**config.mk**
```make
export PLATFORM = sky130hd
export DESIGN_NAME = fabric_reset_sequencer
export DESIGN_NICKNAME = d
export VERILOG_FILES = /design/src/rtl/fabric_reset_sequencer.sv
export SDC_FILE = /design/constraint.sdc
export NUM_CORES = 1
export LEC_CHECK = 0
export ABC_CLOCK_PERIOD_IN_PS = 2700
export BUFFER_PORTS_ARGS = -buffer_cell sky130_fd_sc_hd__buf_4
export CORE_MARGIN = 10
export CORE_UTILIZATION = 59
export CTS_CLUSTER_SIZE = 24
export DETAILED_ROUTE_END_ITERATION = 10
export PLACE_DENSITY = 0.78
export SETUP_SLACK_MARGIN = 0.5
export SLEW_MARGIN = 10
export SYNTH_ARGS = -nofsm -noshare
export SYNTH_HDL_FRONTEND = slang
export SYNTH_SLANG_ARGS = --single-unit
```
**constraint.sdc**
```tcl
create_clock -name CLK_BASE -period 2.7 [get_ports CLK_BASE]
set_input_delay 0.135 -clock CLK_BASE [delete_from_list [all_inputs] [get_ports CLK_BASE]]
set_output_delay 0.135 -clock CLK_BASE [all_outputs]
set_load 0.01 [all_outputs]
```
**src/rtl/fabric_reset_sequencer.sv**
```systemverilog
// fabric_reset_sequencer
// Holds every fabric clock domain in reset until INIT_DONE, DDR_READY and
// FPLL_LOCK are all high. It then releases the domains one at a time, bit 0
// first, with a fixed number of cycles between releases. If any readiness
// input drops, or a software restart is requested, all domains go back into
// reset and the sequence starts over. A sticky flag records that readiness
// did not arrive within the allowed window.
module fabric_reset_sequencer #(
    parameter int NUM_DOMAINS   = 4,
    parameter int STAGE_GAP     = 16,
    parameter int READY_TIMEOUT = 1000000,
    parameter int SYNC_STAGES   = 2
) (
    input  logic                   CLK_BASE,
    input  logic                   RESET,
    input  logic                   INIT_DONE,
    input  logic                   DDR_READY,
    input  logic                   FPLL_LOCK,
    input  logic                   SW_RESET_REQ,
    output logic [NUM_DOMAINS-1:0] DOMAIN_RESET_N,
    output logic                   SEQ_DONE,
    output logic                   TIMEOUT_ERR,
    output logic [2:0]             STATE
);

    // One counter serves both the readiness window and the release spacing,
    // so it is sized for the larger of the two.
    localparam int CNT_MAX = (STAGE_GAP > READY_TIMEOUT) ? STAGE_GAP : READY_TIMEOUT;
    localparam int CNT_W   = (CNT_MAX > 1) ? $clog2(CNT_MAX) : 1;
    localparam int IDX_W   = (NUM_DOMAINS > 1) ? $clog2(NUM_DOMAINS) : 1;

    localparam logic [CNT_W-1:0] GAP_LAST     = CNT_W'(STAGE_GAP - 1);
    localparam logic [CNT_W-1:0] TIMEOUT_LAST = CNT_W'(READY_TIMEOUT - 1);
    localparam logic [IDX_W-1:0] IDX_LAST     = IDX_W'(NUM_DOMAINS - 1);

    typedef enum logic [2:0] {
        HOLD       = 3'd0,
        WAIT_READY = 3'd1,
        GAP        = 3'd2,
        RUN        = 3'd3,
        FAULT      = 3'd4
    } state_t;

    state_t                 state_reg;
    logic [CNT_W-1:0]       counter_reg;
    logic [IDX_W-1:0]       idx_reg;
    logic [NUM_DOMAINS-1:0] rst_n_reg;
    logic                   seq_done_reg;
    logic                   timeout_reg;

    logic [2:0]             async_in;
    logic [2:0]             sync_out;
    logic                   ready_all;
    logic [NUM_DOMAINS-1:0] release_mask;

    assign async_in = {FPLL_LOCK, DDR_READY, INIT_DONE};

    genvar gi;
    generate
        for (gi = 0; gi < 3; gi++) begin : g_sync
            logic [SYNC_STAGES-1:0] chain_reg;

            // Multi-flop synchroniser for one asynchronous readiness input.
            always_ff @(posedge CLK_BASE) begin
                if (RESET) begin
                    chain_reg <= '0;
                end else begin
                    chain_reg <= {chain_reg[SYNC_STAGES-2:0], async_in[gi]};
                end
            end

            assign sync_out[gi] = chain_reg[SYNC_STAGES-1];
        end

        // One-hot mask selecting the domain that the current stage releases.
        for (gi = 0; gi < NUM_DOMAINS; gi++) begin : g_mask
            assign release_mask[gi] = (idx_reg == IDX_W'(gi));
        end
    endgenerate

    assign ready_all = &sync_out;

    // Sequencer FSM. Restart requests outrank ready loss, and ready loss
    // outranks normal progress. Every output is a register.
    always_ff @(posedge CLK_BASE) begin
        if (RESET) begin
            state_reg    <= HOLD;
            counter_reg  <= '0;
            idx_reg      <= '0;
            rst_n_reg    <= '0;
            seq_done_reg <= 1'b0;
            timeout_reg  <= 1'b0;
        end else if (SW_RESET_REQ) begin
            // The timeout flag survives a software restart.
            state_reg    <= HOLD;
            counter_reg  <= '0;
            idx_reg      <= '0;
            rst_n_reg    <= '0;
            seq_done_reg <= 1'b0;
        end else begin
            case (state_reg)
                HOLD: begin
                    counter_reg  <= '0;
                    idx_reg      <= '0;
                    rst_n_reg    <= '0;
                    seq_done_reg <= 1'b0;
                    state_reg    <= WAIT_READY;
                end
                WAIT_READY: begin
                    // If readiness arrives on the last window cycle, it wins.
                    if (ready_all) begin
                        state_reg   <= GAP;
                        counter_reg <= '0;
                        idx_reg     <= '0;
                    end else if (counter_reg == TIMEOUT_LAST) begin
                        state_reg   <= FAULT;
                        timeout_reg <= 1'b1;
                    end else begin
                        counter_reg <= counter_reg + 1'b1;
                    end
                end
                GAP: begin
                    if (!ready_all) begin
                        state_reg    <= HOLD;
                        rst_n_reg    <= '0;
                        seq_done_reg <= 1'b0;
                    end else if (counter_reg == GAP_LAST) begin
                        rst_n_reg <= rst_n_reg | release_mask;
                        if (idx_reg == IDX_LAST) begin
                            state_reg    <= RUN;
                            seq_done_reg <= 1'b1;
                        end else begin
                            idx_reg     <= idx_reg + 1'b1;
                            counter_reg <= '0;
                        end
                    end else begin
                        counter_reg <= counter_reg + 1'b1;
                    end
                end
                RUN: begin
                    if (!ready_all) begin
                        state_reg    <= HOLD;
                        rst_n_reg    <= '0;
                        seq_done_reg <= 1'b0;
                    end
                end
                FAULT: begin
                    // Late recovery: start releasing even after a timeout.
                    if (ready_all) begin
                        state_reg   <= GAP;
                        counter_reg <= '0;
                        idx_reg     <= '0;
                    end
                end
                default: begin
                    state_reg    <= HOLD;
                    rst_n_reg    <= '0;
                    seq_done_reg <= 1'b0;
                end
            endcase
        end
    end

    assign DOMAIN_RESET_N = rst_n_reg;
    assign SEQ_DONE       = seq_done_reg;
    assign TIMEOUT_ERR    = timeout_reg;
    assign STATE          = state_reg;

endmodule

```
== Word-level counts from Yosys, hierarchy flattened ==
Cells that the tools add are included.
Storage, ports and cells
  register bits after elaboration: 37
  input bits: 6
  output and inout bits: 9
  word-level logic and storage cells: 77
Operators by class
  add/subtract/negate cells: 2
  equal/unequal tests: 20
  muxes and demuxes: 29
  bitwise gates (word level): 4
  reduce and logical (&&, ||, !) cells: 13
Operators with widths (count)
  $mux 20: 6
  $pmux 20 s4: 1
  $mux 3: 7
  $add 20x1->20 const B: 1
  $eq 20x20->1 const B: 1
  $eq 20x4->1 const B: 1
  $ne 3x3->1 const B: 5
  $pmux 3 s5: 1
  $reduce_and 5->1: 3
  $mux 4: 3
  $pmux 4 s3: 1
  $ne 2x2->1 const B: 5
  $mux 2: 4
  $reduce_and 4->1: 2
  $eq 3x2->1 const B: 2
  $pmux 2 s3: 1
  $reduce_and 3->1: 2
  $eq 2x2->1 const B: 2
  $mux 1: 4
  $or 4x4->4: 1
  $reduce_bool 4->1: 1
  $reduce_or 2->1: 2
  $eq 3x1->1 const B: 1
  $eq 3x3->1 const B: 1
  other kinds (8): 10

== Logic depth before layout (Yosys ltp) ==
  depth in word-level cells: 5
  gate-level depth with buffers: 9
  depth with buffers taken out: 7

== Worst setup path before layout ==
OpenSTA, ideal clock, no wires.
  path type: register -> register
  from: reg counter_reg[7]
  to: reg counter_reg[19]
  setup time: 117 ps
  arrival: 1865 ps
  required time: 2583 ps
  slack: 718 ps
  stages on the path, launching flop included: 8
  clock period less this slack: 1982 ps
  cells stage by stage: dfxtp_1 buf_6 or4_4 nor2_8 a41oi_2 and3_4 buf_6 a32o_1
Between the ends
  cells in the longest elaborated chain, start to end: 4
  elaborated cells between the ends (all ways): 11
  those cells by class: 1 x add/sub; 4 x eq/ne; 5 x mux; 1 x reduce/logical
RTL lines
  start: declaration: RTL line 45  | logic [CNT_W-1:0] counter_reg;
  start signal: assignment: RTL line 119  | counter_reg <= counter_reg + 1'b1;
  start signal: assignment: RTL line 137  | counter_reg <= counter_reg + 1'b1;
  $add 20x1->20 / $eq 20x4->1 (equally long branches): RTL line 119, 137, 127
  $mux 20, on equally long branches: RTL line 127, 115
  $mux 20, on equally long branches: RTL line 123, 111
  $pmux 20 s4: RTL line 101  | case (state_reg)
Parallel ways exist; a longest one is shown, timed or not. The select of a mux whose other input is x is not followed.
A chain may end at the register's enable or synchronous reset.

== Worst setup path in the final report ==
  from: reg state_reg[2] (netlist: STATE[2])
  to: reg counter_reg[18]
Between the ends
  cells in the longest elaborated chain, start to end: 3
  elaborated cells between the ends (all ways): 11
  those cells by class: 7 x eq/ne; 1 x mux; 3 x reduce/logical
RTL lines
  start: declaration: RTL line 44  | state_t state_reg;
  start signal: assignment: RTL line 87  | state_reg <= HOLD;
  start signal: assignment: RTL line 95  | state_reg <= HOLD;
  start signal: assignment: RTL line 107  | state_reg <= WAIT_READY;
  $eq 3x2->1 (tied with other cells): RTL line 101
  $ne 3x3->1 (no source line) (tied with other cells)
  $reduce_and 5->1 (no source line)
Parallel ways exist; a longest one is shown, timed or not.

==> results.yml <==
clocking:
  clk_pin_slew_ns: 0.13
  clk-insertion-delay-late_ns: 0.35
  htree_levels: 2
  numCtsBuffers: 5
  cts_max_path_buffers: 2
  cts_tree: "yes"
  cts.sinks: 37
  cts-root-buf: "clkbuf_4"
floorplan:
  dieArea_sq_um: 6180
  coreArea_sq_um: 3340
  ios: 15
  rows: 21
  start_util_pct: 60.7
  die_x_microns: 78.6
  die_y_microns: 78.6
timing:
  finalCritPeriodShare_pct: 81.7
  clock_skew_ns: 0.00682
  fmax_mhz: 453
  hold_viol: 0
  finalSetupViolCount: 0
  setup_ws_ns: 0.493
  tightest_slew_ns: 0.480
  period_needed_ns: 2.21
  rsz0062_at_grt: "true"
  finalSetupTns_ns: 0
  max-slew-margin-rel_pct: 68.0
  finalMaxSlewViolations: 0
placed_design:
  placed_area_sq_um: 2110
  dp_worst_setup_slack_ns: 0.447
  hpwl_microns: 2890
  place_congestion: 0.822
  dp.cells: 284
  io_buffers: 14
worst_setup_path:
  crit_required_ns: 2.99
  criticalPathCategory: "flip-flop to flip-flop"
  reg2reg_slack_ns: 0.49
  cpMaxStageDelayCell: "or4_1"
  crit_arrival_ns: 2.50
  crit_top_cell: "a21oi_1"
  cp_top_family: "simple AND/OR/NAND/NOR gates"
  slowest_delay_ns: 0.55
  path_depth: 6
  worstSetupEndpointType: "flip-flop"
  cp_max_fo: 11
  cp-start-kind: "flip-flop"
  r2r_cells: 6
  r2r_start: "STATE[2]"
  crit_chain: "nor3b_1 > a21oi_1 > a31oi_2 > nand3_4 > or4_1 > a21oi_1"
  path_buf_inv: 0
  r2r-end: "counter_reg[18]"
synthesis:
  ys_seq_area_share_pct: 36.6
  synthArstFlopShare_pct: 0
  synth_warnings: 0
  synth.distinct_cells: 52
  synth_area_sq_um: 2030
  synth_nets: 246
  dominantRegCellSynth: "dfxtp_1"
  synth_edf_count: 0
  syn_inst: 235
  syn_area_per_cell_sq_um: 8.62
  synth_area_leaders: "dfxtp_1, a21oi_1, nand2_1, or4_1, ha_1"
  yosys.area.top_type: "dfxtp_1"
  synth-seq-cells: 37
  yosysTopAreaCellShare_pct: 36.6
global_routing:
  grt_max_degree: 25
  grt_antenna_before_repair: 0
  grt_pass1_wl_microns: 7570
  grt_usage_pct: 14.7
  grt_pass1_vias: 1613
  grt.overflow.total: 0
detailed_routing:
  wl_per_cell_microns: 15.2
  drt-pass1-iter-count: 4
  vias_per_cell: 6.04
  drtIter0Drc: 123
  drc: 0
  routed-via-count: 1842
  ant_nets: 0
  drt_wl_total_microns: 4620
worst_hold_path:
  holdPathStages: 4
  min_to: "TIMEOUT_ERR"
  min-delay-start: "SW_RESET_REQ"
  hold_class: "input port to flip-flop"
layout:
  drive_gt1_share_pct: 24.7
  design_area_sq_um: 2380
  nets: 269
  syn_to_final_growth_pct: 17.7
  largest_register_ffs: 20
  fin_cells: 305
  num_antenna_cells: 0
power:
  clkPwrFrac_pct: 43.8
  intPower_uw: 879
  power_density_nw_per_um2: 476
  swShare_pct: 22.6
  vdd_drop_max_mv: 0.422
  p_comb_share_pct: 7.3
  seq_power_share_pct: 48.9
  cellLeakagePower_nw: 0.842
  p_switching_uw: 256
job:
  maxCapViolations: 0
run_status:
  status: "finished clean"
final cells by class:
class	count	area [sq um]
fillers	260	953
inverters	2	7.51
repair buffers	30	254
clock inverters	3	68.8
flip-flops and latches	37	751
multi-input cells	182	1210
clock buffers	5	37.5
well taps	46	57.6
cell usage in the layout (no fill, tap or decap), drive strengths merged, types with 4 or more instances in the layout:
master	count
and3	6
ha	5
dlygate4sd3	7
o21ai	19
nor2	17
a21oi	25
or3	4
buf	23
dfxtp	37
nand2	27
nor2b	7
nor3	4
nand3	13
clkbuf	5
nand4	6
or4	11
synthesized netlist by cell type, types with 2 or more instances:
cell	instances
or4_1	9
nor4_1	2
mux2i_1	3
nor3_1	2
inv_1	2
o21ai_0	10
a22o_1	3
a21oi_1	24
nand2_1	27
nor2_1	16
clkbuf_1	4
nand4b_1	2
a32o_1	2
o21ai_1	8
nor2b_1	7
nand2b_1	2
a31oi_1	2
o211ai_1	2
ha_1	5
nor3b_1	2
buf_6	5
nand3_1	12
and3_1	3
nand3b_1	3
buf_2	2
or2_2	2
or3_1	4
or4_4	2
buf_4	3
nor3_2	2
nand4_1	6
dfxtp_1	37
worst max-delay path by stage:
stage                                 end  slack [ns]           start
after floorplan           counter_reg[19]        0.72  counter_reg[7]
after global placement           STATE[0]        0.51  counter_reg[0]
after detailed placement         STATE[0]        0.45  counter_reg[0]
after CTS                 counter_reg[18]        0.48  counter_reg[0]
after global routing      counter_reg[18]        0.30        STATE[2]
final                     counter_reg[18]        0.49        STATE[2]
metrics by stage:
step / hold slack, ns / utilization, % / total power [mW]
floorplan: 0.207 / - / 0.620
global placement: 0.343 / 63.3 / 0.635
detailed placement: 0.354 / 63.3 / 0.636
CTS: 0.0368 / 68.9 / 1.14
global route: 0.0794 / 71.4 / 1.18
finish: 0.0787 / 71.4 / 1.14
power groups by stage:
stage               clock network, mW  registers, mW  logic [mW]
floorplan                           0          0.566      0.0543
global placement                    0          0.568      0.0670
detailed placement                  0          0.569      0.0675
CTS                             0.506          0.556      0.0755
global route                    0.528          0.557      0.0903
finish                          0.497          0.556      0.0825
logic make-up after synthesis:
kind of cell | count (synthesis) | share of synthesized area, %
flops | 37 | 36.6
buf+inv | 17 | 5.68
simple gates | 113 | 33.7
fa+ha+maj | 5 | 3.09
compound gates | 60 | 19.5
mux | 3 | 1.48
per-layer routing:
metal	track usage, %	routed length [microns]
met5	0	0
met4	6.81	72
met3	3.87	268
met2	23.0	2180
met1	18.4	2110
tightest hold or removal path, stage by stage:
cell and delay [ns]:
buf_4 0.09, nor2_1 0.04, nor2_1 0.09, nor2_1 0.05
what timing repair did:
item | in CTS | in global routing
endpoints found under the setup margin | 3 | 20
hold buffers | 7 | 0
setup buffers | 1 | 4
pin swaps | 0 | 5
hold endpoints to repair | 7 | 0
gates cloned | 0 | 1
gates resized for setup | 1 | 16
Note: power is estimated with default switching activity, not from simulation.
